## config.mk

```make
export PLATFORM = sky130hd
export DESIGN_NAME = axi_rd_arbiter
export DESIGN_NICKNAME = d
export VERILOG_FILES = /design/src/rtl/axi_rd_arbiter.sv
export SDC_FILE = /design/constraint.sdc
export NUM_CORES = 1
export LEC_CHECK = 0
export CAP_MARGIN = 10
export CORE_AREA = 2 2 86 88
export DETAILED_ROUTE_END_ITERATION = 7
export DIE_AREA = 0 0 88 90
export DONT_BUFFER_PORTS = 1
export GPL_TIMING_DRIVEN = 0
export PLACE_DENSITY = 0.48
export SLEW_MARGIN = 20
export SYNTH_ARGS = -nofsm -noshare
export SYNTH_HDL_FRONTEND = slang
export SYNTH_SLANG_ARGS = --single-unit
```

## constraint.sdc

```tcl
create_clock -name aclk -period 4.09 [get_ports aclk]
set_clock_uncertainty 0.1 [all_clocks]
set_input_delay 0.818 -clock aclk [delete_from_list [all_inputs] [get_ports aclk]]
set_output_delay 0.818 -clock aclk [all_outputs]
set_load 0.05 [all_outputs]
```

## src/rtl/axi_rd_arbiter.sv

```systemverilog
// Two-master, one-slave AXI read-path arbiter.
// Round-robin grant, one outstanding burst, held from the AR handshake through
// the R beat carrying r_last. Flags a sticky burst-length mismatch.
module axi_rd_arbiter #(
  parameter int ADDR_BITS = 32,
  parameter int LEN_BITS  = 8,
  parameter int SIZE_BITS = 3,
  parameter int DATA_BITS = 32
) (
  input  logic                   aclk,
  input  logic                   areset_n,
  input  logic [1:0]             m_ar_valid,
  output logic [1:0]             m_ar_ready,
  input  logic [2*ADDR_BITS-1:0] m_ar_addr,
  input  logic [2*LEN_BITS-1:0]  m_ar_len,
  input  logic [2*SIZE_BITS-1:0] m_ar_size,
  input  logic [3:0]             m_ar_burst,
  output logic [DATA_BITS-1:0]   m_r_data,
  output logic [1:0]             m_r_resp,
  output logic                   m_r_last,
  output logic [1:0]             m_r_valid,
  input  logic [1:0]             m_r_ready,
  output logic                   s_ar_valid,
  input  logic                   s_ar_ready,
  output logic [ADDR_BITS-1:0]   s_ar_addr,
  output logic [LEN_BITS-1:0]    s_ar_len,
  output logic [SIZE_BITS-1:0]   s_ar_size,
  output logic [1:0]             s_ar_burst,
  input  logic [DATA_BITS-1:0]   s_r_data,
  input  logic [1:0]             s_r_resp,
  input  logic                   s_r_last,
  input  logic                   s_r_valid,
  output logic                   s_r_ready,
  output logic [1:0]             grant,
  output logic                   len_err
);

  typedef enum logic [1:0] {IDLE, ADDR, DATA} state_t;

  state_t              state_q, state_d;
  logic [1:0]          grant_q, grant_d;
  logic                ptr_q, ptr_d;       // master that wins a tie
  logic [LEN_BITS:0]   cnt_q, cnt_d;       // one extra bit so len=max never wraps
  logic [LEN_BITS-1:0] len_q, len_d;
  logic                len_err_q, len_err_d;
  logic                gidx;               // index of the granted master
  logic                winner;
  logic                beat;

  assign gidx = grant_q[1];

  // Pick the requester: a lone request wins outright, a tie goes to the pointer.
  always_comb begin
    if (&m_ar_valid) winner = ptr_q;
    else             winner = m_ar_valid[1];
  end

  // AR fields follow the granted master's live inputs; R data is a plain broadcast.
  assign s_ar_addr  = gidx ? m_ar_addr[2*ADDR_BITS-1:ADDR_BITS] : m_ar_addr[ADDR_BITS-1:0];
  assign s_ar_len   = gidx ? m_ar_len[2*LEN_BITS-1:LEN_BITS]    : m_ar_len[LEN_BITS-1:0];
  assign s_ar_size  = gidx ? m_ar_size[2*SIZE_BITS-1:SIZE_BITS] : m_ar_size[SIZE_BITS-1:0];
  assign s_ar_burst = gidx ? m_ar_burst[3:2]                    : m_ar_burst[1:0];
  assign m_r_data   = s_r_data;
  assign m_r_resp   = s_r_resp;
  assign m_r_last   = s_r_last;
  assign grant      = grant_q;
  assign len_err    = len_err_q;

  // State and bookkeeping registers; reset aborts any burst in flight.
  always_ff @(posedge aclk or negedge areset_n) begin
    if (!areset_n) begin
      state_q   <= IDLE;
      grant_q   <= '0;
      ptr_q     <= 1'b0;
      cnt_q     <= '0;
      len_q     <= '0;
      len_err_q <= 1'b0;
    end else begin
      // NOTE: non-blocking so every register samples the pre-edge value of the others.
      state_q   <= state_d;
      grant_q   <= grant_d;
      ptr_q     <= ptr_d;
      cnt_q     <= cnt_d;
      len_q     <= len_d;
      len_err_q <= len_err_d;
    end
  end

  // Next-state logic and handshake routing for the granted master.
  always_comb begin
    // NOTE: every output gets a default first so no path leaves it unassigned (no latch).
    state_d    = state_q;
    grant_d    = grant_q;
    ptr_d      = ptr_q;
    cnt_d      = cnt_q;
    len_d      = len_q;
    len_err_d  = len_err_q;
    s_ar_valid = 1'b0;
    m_ar_ready = 2'b00;
    m_r_valid  = 2'b00;
    s_r_ready  = 1'b0;
    beat       = 1'b0;
    unique case (state_q)
      IDLE: begin
        if (|m_ar_valid) begin
          grant_d = winner ? 2'b10 : 2'b01;
          len_d   = winner ? m_ar_len[2*LEN_BITS-1:LEN_BITS] : m_ar_len[LEN_BITS-1:0];
          cnt_d   = '0;
          state_d = ADDR;
        end
      end
      ADDR: begin
        s_ar_valid       = 1'b1;
        m_ar_ready[gidx] = s_ar_ready;
        if (s_ar_ready) state_d = DATA;
      end
      DATA: begin
        m_r_valid[gidx] = s_r_valid;
        s_r_ready       = m_r_ready[gidx];
        beat            = s_r_valid & m_r_ready[gidx];
        if (beat) begin
          cnt_d = cnt_q + 1'b1;
          // Last flag early/late relative to the latched length.
          if ((s_r_last && cnt_q != {1'b0, len_q}) || (!s_r_last && cnt_q == {1'b0, len_q}))
            len_err_d = 1'b1;
          if (s_r_last) begin
            state_d = IDLE;
            grant_d = 2'b00;
            ptr_d   = ~gidx;
          end
        end
      end
      default: state_d = IDLE;
    endcase
  end

endmodule

```

==> reports/results.ini <==
[run_status]
status=finished clean

[sta]
hold_viol_final=0
finalMaxSlewViolations=0
setup_viol=0
period_share_pct=93.9
hold_ws_ns=0.138
fin_crit_ns=3.84
worstMarginPinSlew_ns=1.13
relSlewSlack_pct=24.3
max_freq_ghz=0.260
rsz0062_at_grt=no
tns_ns=0

[synth]
syn_nets=345
yosysTopAreaCell=dfrtp_1
synthTopCellsByArea=dfrtp_1 28%, mux2_2 25%, buf_4 14%
syn_area_per_cell_um2=9.67
synth_area_um2=2040
async_reset_ff_share_pct=100
yosys_warnings=0
muxShareOfSynthArea_pct=27.1
synth-edff-count=0
synth_common_cells=45 x mux2_2, 37 x buf_4, 23 x dfrtp_1, 14 x nor2_1
synth-xor-area-share_pct=4.29
synth-simple-area-share_pct=14.0
synth.most_common_cell=mux2_2
synth_top_area_share_pct=28.2
synth_cell_types=34
ys.flop_type=dfrtp_1
synth_top_family_by_area=multiplexers
synth_compound_area_share_pct=9.94
ys_seq_area_share_pct=28.2
ys_ff_latch=23
yosys.area_share.adder_pct=0.613
netlist_instances=211

[clock_network]
clockBufferDepth=2
htree_levels=1
ctsHoldBuffers=0
clock-root-buffer=clkbuf_8
postCtsResizedCells=0
worstSkewPairLatency_ns=0.26
clock-sinks=23
cts_buffers=3
path_clk_slew_ns=0.09
cts_setup_buffers=0
cts_tree=built

[global_routing]
grt_pass1_vias=1517
grt_overflow_total=0
grt_pass1_wl_um=9350
antenna_found_initial=0
grt_max_degree=24
grt_util_all_layers_pct=15.7

[critical_path]
startpoint_type=flop
cp.arrival_ns=2.92
crit_type=reg2out
worstPathMaxFanout=10
endpoint_kind=output port
critical_path_required_ns=3.17

[die]
die-height_um=90
num_rows=31
start_util_pct=29.1
die_w_um=88
die_area_um2=7920
num_io_pins=222
core-area_um2=7020

[drt]
wl_per_cell_um=20.7
routed_via_density=4.93
routed_wirelength_um=6500
route.vias.total=1548
ant_nets=0
drc_errors=0
drt-initial-drc-count=51
firstDrtPassIters=4

[cells_and_area]
area_delta_synth_final_pct=8.59
layout-drive-gt1-share_pct=42.3
diodes=0
nFillCells=742
fin_nets=350

[place]
port_buffers=0
routabilityCongestion=0.812
dp_hpwl_um=5500

[power_and_ir_drop]
power.leakage_uw=0.000899
pwr_density_cell_nw_per_um2=798
peakVddDrop_mv=0.325

[run]
cap_viol_max_count=0

[hold_path]
worst_hold_path_type=in2async

==> critical path, stage by stage, from the launching register on <==
cell      delay, ns
dfrtp_1        0.66
buf_4          0.27
clkbuf_1       0.48
buf_2          0.40
inv_1          0.14
nor2_1         0.70
==> area by class of cell <==
class                           count  area [um2]  area share [%]
Buffer                             44         305            13.8
Clock buffer                        3        41.3            1.86
Clock inverter                      1        5.00           0.226
Inverter                            5        18.8           0.847
Multi-Input combinational cell    139        1140            51.7
Sequential cell                    23         576            26.0
Tap cell                           99         124            5.59
==> layer usage <==
metal / vias up / wire length, um / GRT usage [%]
met5: - / 0 / 0
met4: 0 / 19 / 2.31
met3: 2 / 560 / 4.32
met2: 80 / 3300 / 25.7
met1: 746 / 2620 / 20.9
li1: 720 / - / -
==> where the power goes <==
group          internal [uW]  switching [uW]  total [uW]
Sequential               299             108         407
Combinational            336             880        1220
Clock                   68.0            75.8         144
Total                    703            1060        1770
==> metrics by stage <==
| step | worst slack (ns) | total power, uW | std cells | cell area [um2] | utilization, % |
|---|---|---|---|---|---|
| 3_3_place_gp | 0.534 | 1630 | 310 | 2160 | 30.8 |
| 4_1_cts | 0.226 | 1780 | 314 | 2210 | 31.5 |
| 3_5_place_dp | 0.517 | 1630 | 310 | 2170 | 30.9 |
| 5_1_grt | 0.0802 | 1860 | 314 | 2210 | 31.5 |
| 2_1_floorplan | 0.999 | 1470 | 211 | 2040 | - |
| 6_report | 0.249 | 1770 | 314 | 2210 | 31.5 |
==> flip-flops by register name, summed over array words and instances, names as in the netlist <==
| register | cells |
|---|---|
| cnt_q | 9 |
| grant | 2 |
| len_err | 1 |
| len_q | 8 |
| ptr_q | 1 |
| state_q | 2 |
==> final timing paths <==
| check | depth (start not counted) | slack (ns) | end | from |
|---|---|---|---|---|
| worst max register to register | 5 | 1.82 | grant[1] | grant[1] |
| worst min register to register | 2 | 0.44 | ptr_q | ptr_q |
| min in group aclk | 2 | 0.44 | ptr_q | ptr_q |
| worst min-delay path | 0 | 0.14 | len_q[2] | areset_n |
| max in group asynchronous | 0 | 3.68 | len_q[6] | areset_n |
| worst max-delay path | 5 | 0.25 | m_ar_ready[1] | grant[1] |
==> kinds of logic (layout without fill, tap and decap cells) <==
logic type,after synthesis,count (layout)
flip-flops,23,23
AO/OA/AOI/OAI,27,27
adder cells (fa/ha/maj),1,1
AND/OR/NAND/NOR,52,52
XOR/XNOR,10,10
multiplexers,49,49
buffers and inverters,49,53
==> cell usage in the layout (no fill, tap or decap), types with 2 or more instances in the layout <==
cell / count
mux2_2: 45
buf_4: 37
dfrtp_1: 23
nor2_1: 14
nand2_1: 8
a221o_1: 8
xnor2_1: 7
clkbuf_1: 6
and2_1: 6
inv_1: 5
o21ai_0: 5
o31ai_1: 4
nand3_1: 4
and2_0: 4
mux2i_1: 3
a21oi_1: 3
o21bai_1: 3
xor2_1: 3
nor3_1: 3
clkbuf_8: 3
or4_1: 2
nor4_1: 2
o211ai_1: 2
nand4_1: 2
Note: power is estimated with default switching activity, not from simulation.
